[config.mk]
export PLATFORM = sky130hd
export DESIGN_NAME = instruction_fetch_stage
export DESIGN_NICKNAME = d
export VERILOG_FILES = /design/src/rtl/rv_pipe_pkg.sv /design/src/rtl/pc_register.sv /design/src/rtl/instruction_fetch_stage.sv
export SDC_FILE = /design/constraint.sdc
export NUM_CORES = 1
export LEC_CHECK = 0
export BUFFER_PORTS_ARGS = -buffer_cell sky130_fd_sc_hd__buf_2
export CAP_MARGIN = 20
export CORE_MARGIN = 1
export CORE_UTILIZATION = 56
export CTS_BUF_LIST = sky130_fd_sc_hd__clkbuf_2
export DETAILED_ROUTE_END_ITERATION = 8
export PLACE_DENSITY = 0.95
export SLEW_MARGIN = 10
export SYNTH_ARGS = -nofsm -noshare
export SYNTH_HDL_FRONTEND = slang
export SYNTH_HIERARCHICAL = 1
export SYNTH_SLANG_ARGS = --single-unit
export TNS_END_PERCENT = 10
[constraint.sdc]
create_clock -name clk -period 9.1 [get_ports clk]
set_input_delay 0.91 -clock clk [delete_from_list [all_inputs] [get_ports clk]]
set_output_delay 0.91 -clock clk [all_outputs]
set_load 0.02 [all_outputs]
[src/rtl/rv_pipe_pkg.sv]
// Shared pipeline types and constants for the RV32 fetch/decode boundary.
// Holds the fetch FSM states, the IF/ID payload struct and the PC legality check.
package rv_pipe_pkg;

    localparam int XLEN = 32;
    localparam logic [XLEN-1:0] NOP_INSTR = 32'h0000_0013;

    typedef enum logic [1:0] {
        BOOT  = 2'd0,
        RUN   = 2'd1,
        FAULT = 2'd2
    } fetch_state_t;

    typedef struct packed {
        logic [XLEN-1:0] instr;
        logic [XLEN-1:0] pc;
        logic [XLEN-1:0] pc_plus4;
        logic            valid;
    } if_id_t;

    // A PC is fetchable only when word aligned and inside the instruction memory.
    function automatic logic is_legal_pc(input logic [XLEN-1:0] pc,
                                         input logic [XLEN-1:0] limit_bytes);
        return (pc[1:0] == 2'b00) && (pc < limit_bytes);
    endfunction

endpackage

[src/rtl/pc_register.sv]
// Fetch program counter: PC flop, redirect/stall next-PC mux and the +4 adder.
// Redirect beats stall; hold freezes the PC completely (used during BOOT).
module pc_register #(
    parameter logic [31:0] RESET_PC = 32'h0000_0000
) (
    input  logic        clk,
    input  logic        reset,
    input  logic        hold,
    input  logic        redirect,
    input  logic        stall,
    input  logic [31:0] target,
    output logic [31:0] pc,
    output logic [31:0] pc_plus4
);
    import rv_pipe_pkg::*;

    assign pc_plus4 = pc + 32'd4;

    always_ff @(posedge clk or posedge reset) begin
        if (reset) begin
            pc <= RESET_PC;
        end else if (!hold) begin
            if (redirect) begin
                pc <= target;
            end else if (!stall) begin
                pc <= pc_plus4;
            end
        end
    end

endmodule

[src/rtl/instruction_fetch_stage.sv]
// Instruction fetch stage: PC sequencing, IF/ID register, fetch FSM and sticky fault.
// Optional performance counters are enabled with the FETCH_PERF_CNT_EN macro.
module instruction_fetch_stage #(
    parameter logic [31:0] RESET_PC   = 32'h0000_0000,
    parameter int          IMEM_WORDS = 1024,
    parameter logic [31:0] NOP_INSTR  = rv_pipe_pkg::NOP_INSTR
) (
    input  logic        clk,
    input  logic        reset,
    input  logic        stall_f,
    input  logic        stall_d,
    input  logic        flush_d,
    input  logic        pc_src_e,
    input  logic [31:0] pc_target_e,
    output logic [31:0] imem_addr,
    input  logic [31:0] imem_rd,
    output logic [31:0] pc_f,
    output logic [31:0] instr_d,
    output logic [31:0] pc_d,
    output logic [31:0] pc_plus4_d,
    output logic        valid_d,
    output logic        fetch_fault
`ifdef FETCH_PERF_CNT_EN
    ,
    output logic [31:0] perf_fetched,
    output logic [31:0] perf_bubbles
`endif
);
    import rv_pipe_pkg::*;

    localparam logic [31:0] IMEM_BYTES = 32'(IMEM_WORDS * 4);

    fetch_state_t state_q, state_d;
    if_id_t       if_id_q, if_id_d;
    logic         fault_q, fault_d;
    logic [31:0]  pc_plus4_f;
    logic         pc_legal;
    logic         load_valid;
    logic         load_bubble;

    pc_register #(
        .RESET_PC (RESET_PC)
    ) u_pc_register (
        .clk      (clk),
        .reset    (reset),
        .hold     (state_q == BOOT),
        .redirect (pc_src_e),
        .stall    (stall_f),
        .target   (pc_target_e),
        .pc       (pc_f),
        .pc_plus4 (pc_plus4_f)
    );

    assign imem_addr = pc_f;
    assign pc_legal  = is_legal_pc(pc_f, IMEM_BYTES);

    always_ff @(posedge clk or posedge reset) begin
        if (reset) begin
            state_q <= BOOT;
            if_id_q <= '{instr: NOP_INSTR, pc: '0, pc_plus4: '0, valid: 1'b0};
            fault_q <= 1'b0;
        end else begin
            state_q <= state_d;
            if_id_q <= if_id_d;
            fault_q <= fault_d;
        end
    end

    // IF/ID capture: flush beats stall; BOOT, FAULT and illegal PCs capture a NOP.
    always_comb begin
        state_d     = state_q;
        if_id_d     = if_id_q;
        fault_d     = fault_q;
        load_valid  = 1'b0;
        load_bubble = 1'b0;

        if (flush_d) begin
            if_id_d     = '{instr: NOP_INSTR, pc: '0, pc_plus4: '0, valid: 1'b0};
            load_bubble = 1'b1;
        end else if (!stall_d) begin
            if (state_q == BOOT) begin
                if_id_d     = '{instr: NOP_INSTR, pc: '0, pc_plus4: '0, valid: 1'b0};
                load_bubble = 1'b1;
            end else if (state_q == FAULT || !pc_legal) begin
                if_id_d     = '{instr: NOP_INSTR, pc: pc_f, pc_plus4: pc_plus4_f, valid: 1'b0};
                load_bubble = 1'b1;
                if (!pc_legal) begin
                    fault_d = 1'b1;
                end
            end else begin
                if_id_d    = '{instr: imem_rd, pc: pc_f, pc_plus4: pc_plus4_f, valid: 1'b1};
                load_valid = 1'b1;
            end
        end

        case (state_q)
            BOOT:    state_d = RUN;
            RUN:     if (!flush_d && !stall_d && !pc_legal) state_d = FAULT;
            FAULT:   if (pc_src_e && is_legal_pc(pc_target_e, IMEM_BYTES)) state_d = RUN;
            default: state_d = BOOT;
        endcase
    end

    assign instr_d     = if_id_q.instr;
    assign pc_d        = if_id_q.pc;
    assign pc_plus4_d  = if_id_q.pc_plus4;
    assign valid_d     = if_id_q.valid;
    assign fetch_fault = fault_q;

`ifdef FETCH_PERF_CNT_EN
    // Saturating event counters; stall_d holds load neither counter.
    always_ff @(posedge clk or posedge reset) begin
        if (reset) begin
            perf_fetched <= '0;
            perf_bubbles <= '0;
        end else begin
            if (load_valid && perf_fetched != 32'hFFFF_FFFF) begin
                perf_fetched <= perf_fetched + 32'd1;
            end
            if (load_bubble && perf_bubbles != 32'hFFFF_FFFF) begin
                perf_bubbles <= perf_bubbles + 32'd1;
            end
        end
    end
`else
    logic unused_perf;
    assign unused_perf = load_valid ^ load_bubble;
`endif

endmodule

==> out/results.ini <==
[sta]
finalCritPeriodShare_pct=29.0
max_freq_ghz=0.379
setup_slack_ns=6.46
rsz0062_at_grt=false
finalClockSkew_ns=0.0353
fin_crit_ns=2.64
relSlewSlack_pct=34.2
setup_viol=0
hold_viol=0
tightest_slew_ns=0.979
drv_slew=0
final.setup.tns_ns=0

[floorplan]
die_w_um=111
pin_count=232
rows=39
fp.dieH_um=111
start_util_pct=57.8
die-area_um2=12300
core_um2=11500

[logic_synthesis]
synth_area_um2=6630
synth.net_count=686
async_flop_share_pct=100
synth_flop_cell=dfrtp_1
yosysMostFrequentCell=dfrtp_1
syn_inst=615
ys_ff_latch=132
synth.distinct_cells=62
synth_edf_count=0
synth_area_per_cell_um2=10.8
synth_top_cell_by_area=dfrtp_1
synth_top_cells_by_area=dfrtp_1 49%, a22o_1 12%, buf_4 4.5%
yosys-top-cells-count=129 x dfrtp_1, 94 x a22o_1, 40 x buf_4, 25 x nand2_1, 23 x a21oi_1
yosysWarningCount=6
ys_seq_area_share_pct=49.9
yosysTopAreaCellShare_pct=48.7

[clocking]
cts_hold_buffers=0
cts_tree=yes
ctsResizeCount=0
clkSinkCount=132
cts_max_path_buffers=2
insertion_delay_ns=0.67
cts_buffers=17
cts_root_buffer=clkbuf_2
clk_pin_slew_ns=0.20
post-cts-setup-buffers=0
cts_max_level=4

[worst_hold_path]
min_path_type=input port to async pin

[drt]
drc=0
wl_um=19300
first_pass_iters=6
via_per_inst=6.44
antenna_left=0
dr.first_iter.drc_count=752
num_vias=6063
wl_per_cell_um=20.5

[placed_design]
portBuffers=231
place_congestion=0.915
pre_cts_ws_ns=5.86
dp_hpwl_um=13100

[worst_setup_path]
path_cells=buf_2
worstPathRequired_ns=8.19
cp_top_family=flip-flops
r2r-end=pc_plus4_d[17]$_DFFE_PP0P_
critPathLaunchType=register
arrival_ns=1.73
critPathKind=register to output port
critPathMaxStageDelay_ns=0.78
worst_setup_path_end_kind=output port
path_max_fanout=15
cp_num_buf_inv=1
timing.reg2reg.worst_path_depth=5
ff2ff_setup_slack_ns=6.49
r2r-start=u_pc_register/pc[6]$_DFFE_PP0N_
crit_slowest_cell=dfrtp_1

[finish]
register_area_um2=3310
drive_above_1_share_pct=36.5
multiInputGateArea_um2=2750
nNetsFinal=858
n_fill_cell=874
area_delta_synth_final_pct=15.9

[grt]
antenna_found_initial=1
grt_util_all_layers_pct=31.5
grt_overflow=0
grt_max_degree=60
grt_pass1_wl_um=30400
grt_pass1_vias=5669

[power]
total_power_mw=1.77
p_leak_nw=3.89
powerDensity_nw_per_um2=230
max-vdd-ir-drop_v=0.000117

[flow_run]
maxCapViolCount=0

[status]
status=completed

-- sequential cells by signal, summed over array words and instances (netlist names) --
signal	cells
pc_plus4_d	32
state_q	2
valid_d	1
pc_d	32
fetch_fault	1
instr_d	32
u_pc_register/pc	32
-- layout make-up --
cell class	instances	area share (%)
clock buffer	19	1.24
sequential	132	43.0
inverter	16	0.814
timing repair buffer	239	15.9
antenna	1	0.0326
tap	143	2.33
multi-input combinational	381	35.8
clock inverter	11	0.863
-- layout by cell type, fill, tap and decap left out, drive strengths merged, types with 11 or more instances in the layout --
master	Yosys	final
a21oi	23	23
a22o	95	95
buf	69	239
clkbuf	17	19
dfrtp	129	129
inv	16	16
nand2	25	25
nand3	21	21
nand4	22	22
nor2	19	19
nor3	11	11
nor3b	16	16
nor4	18	18
o211ai	14	14
o21ai	19	19
xnor2	20	20
-- how the worst max path moves through the flow --
stage,startpoint,end,slack (ns),cells after the start
after floorplan,reset,fetch_fault$_DFFE_PP0P_,5.58,1
after global placement,pc_src_e,u_pc_register/pc[0]$_DFFE_PP0P_,5.95,5
after detailed placement,pc_src_e,u_pc_register/pc[1]$_DFFE_PP0P_,5.86,5
after CTS,u_pc_register/pc[6]$_DFFE_PP0N_,pc_f[6],6.45,1
after global routing,u_pc_register/pc[6]$_DFFE_PP0N_,pc_plus4_d[17]$_DFFE_PP0P_,6.30,5
final,u_pc_register/pc[6]$_DFFE_PP0N_,pc_f[6],6.46,1
-- per-layer routing --
layer	up-vias	track usage [%]	wire (µm)
li1	2615	-	-
met1	2933	41.9	7650
met2	447	49.9	9070
met3	68	7.44	1920
met4	0	13.1	647
met5	-	0	0
-- cells by family (layout without fill, tap and decap cells) --
kind of cell	count (synthesis)	in the layout	share of synthesized area, %
buf+inv	102	285	8.85
simple gates	170	170	15.9
flops	132	132	49.9
fa+ha+maj	1	1	0.189
xor+xnor	27	27	3.57
other cells	0	1	0
compound gates	178	178	20.8
mux	5	5	0.793
-- power breakdown --
group / total (mW) / switching [mW] / internal [mW]
registers: 0.868 / 0.196 / 0.672
clock network: 0.274 / 0.208 / 0.0659
logic: 0.626 / 0.396 / 0.230
total: 1.77 / 0.800 / 0.968
-- metrics by stage --
step | utilization, % | instance area, µm² | instances | hold slack (ns)
global route | 67.0 | 7680 | 942 | 0.248
global placement | 65.4 | 7500 | 909 | 0.448
detailed placement | 65.4 | 7500 | 909 | 0.465
CTS | 66.8 | 7660 | 939 | 0.258
floorplan | - | 6630 | 615 | 0.492
finish | 67.0 | 7680 | 942 | 0.283
Note: power is estimated with default switching activity, not from simulation.
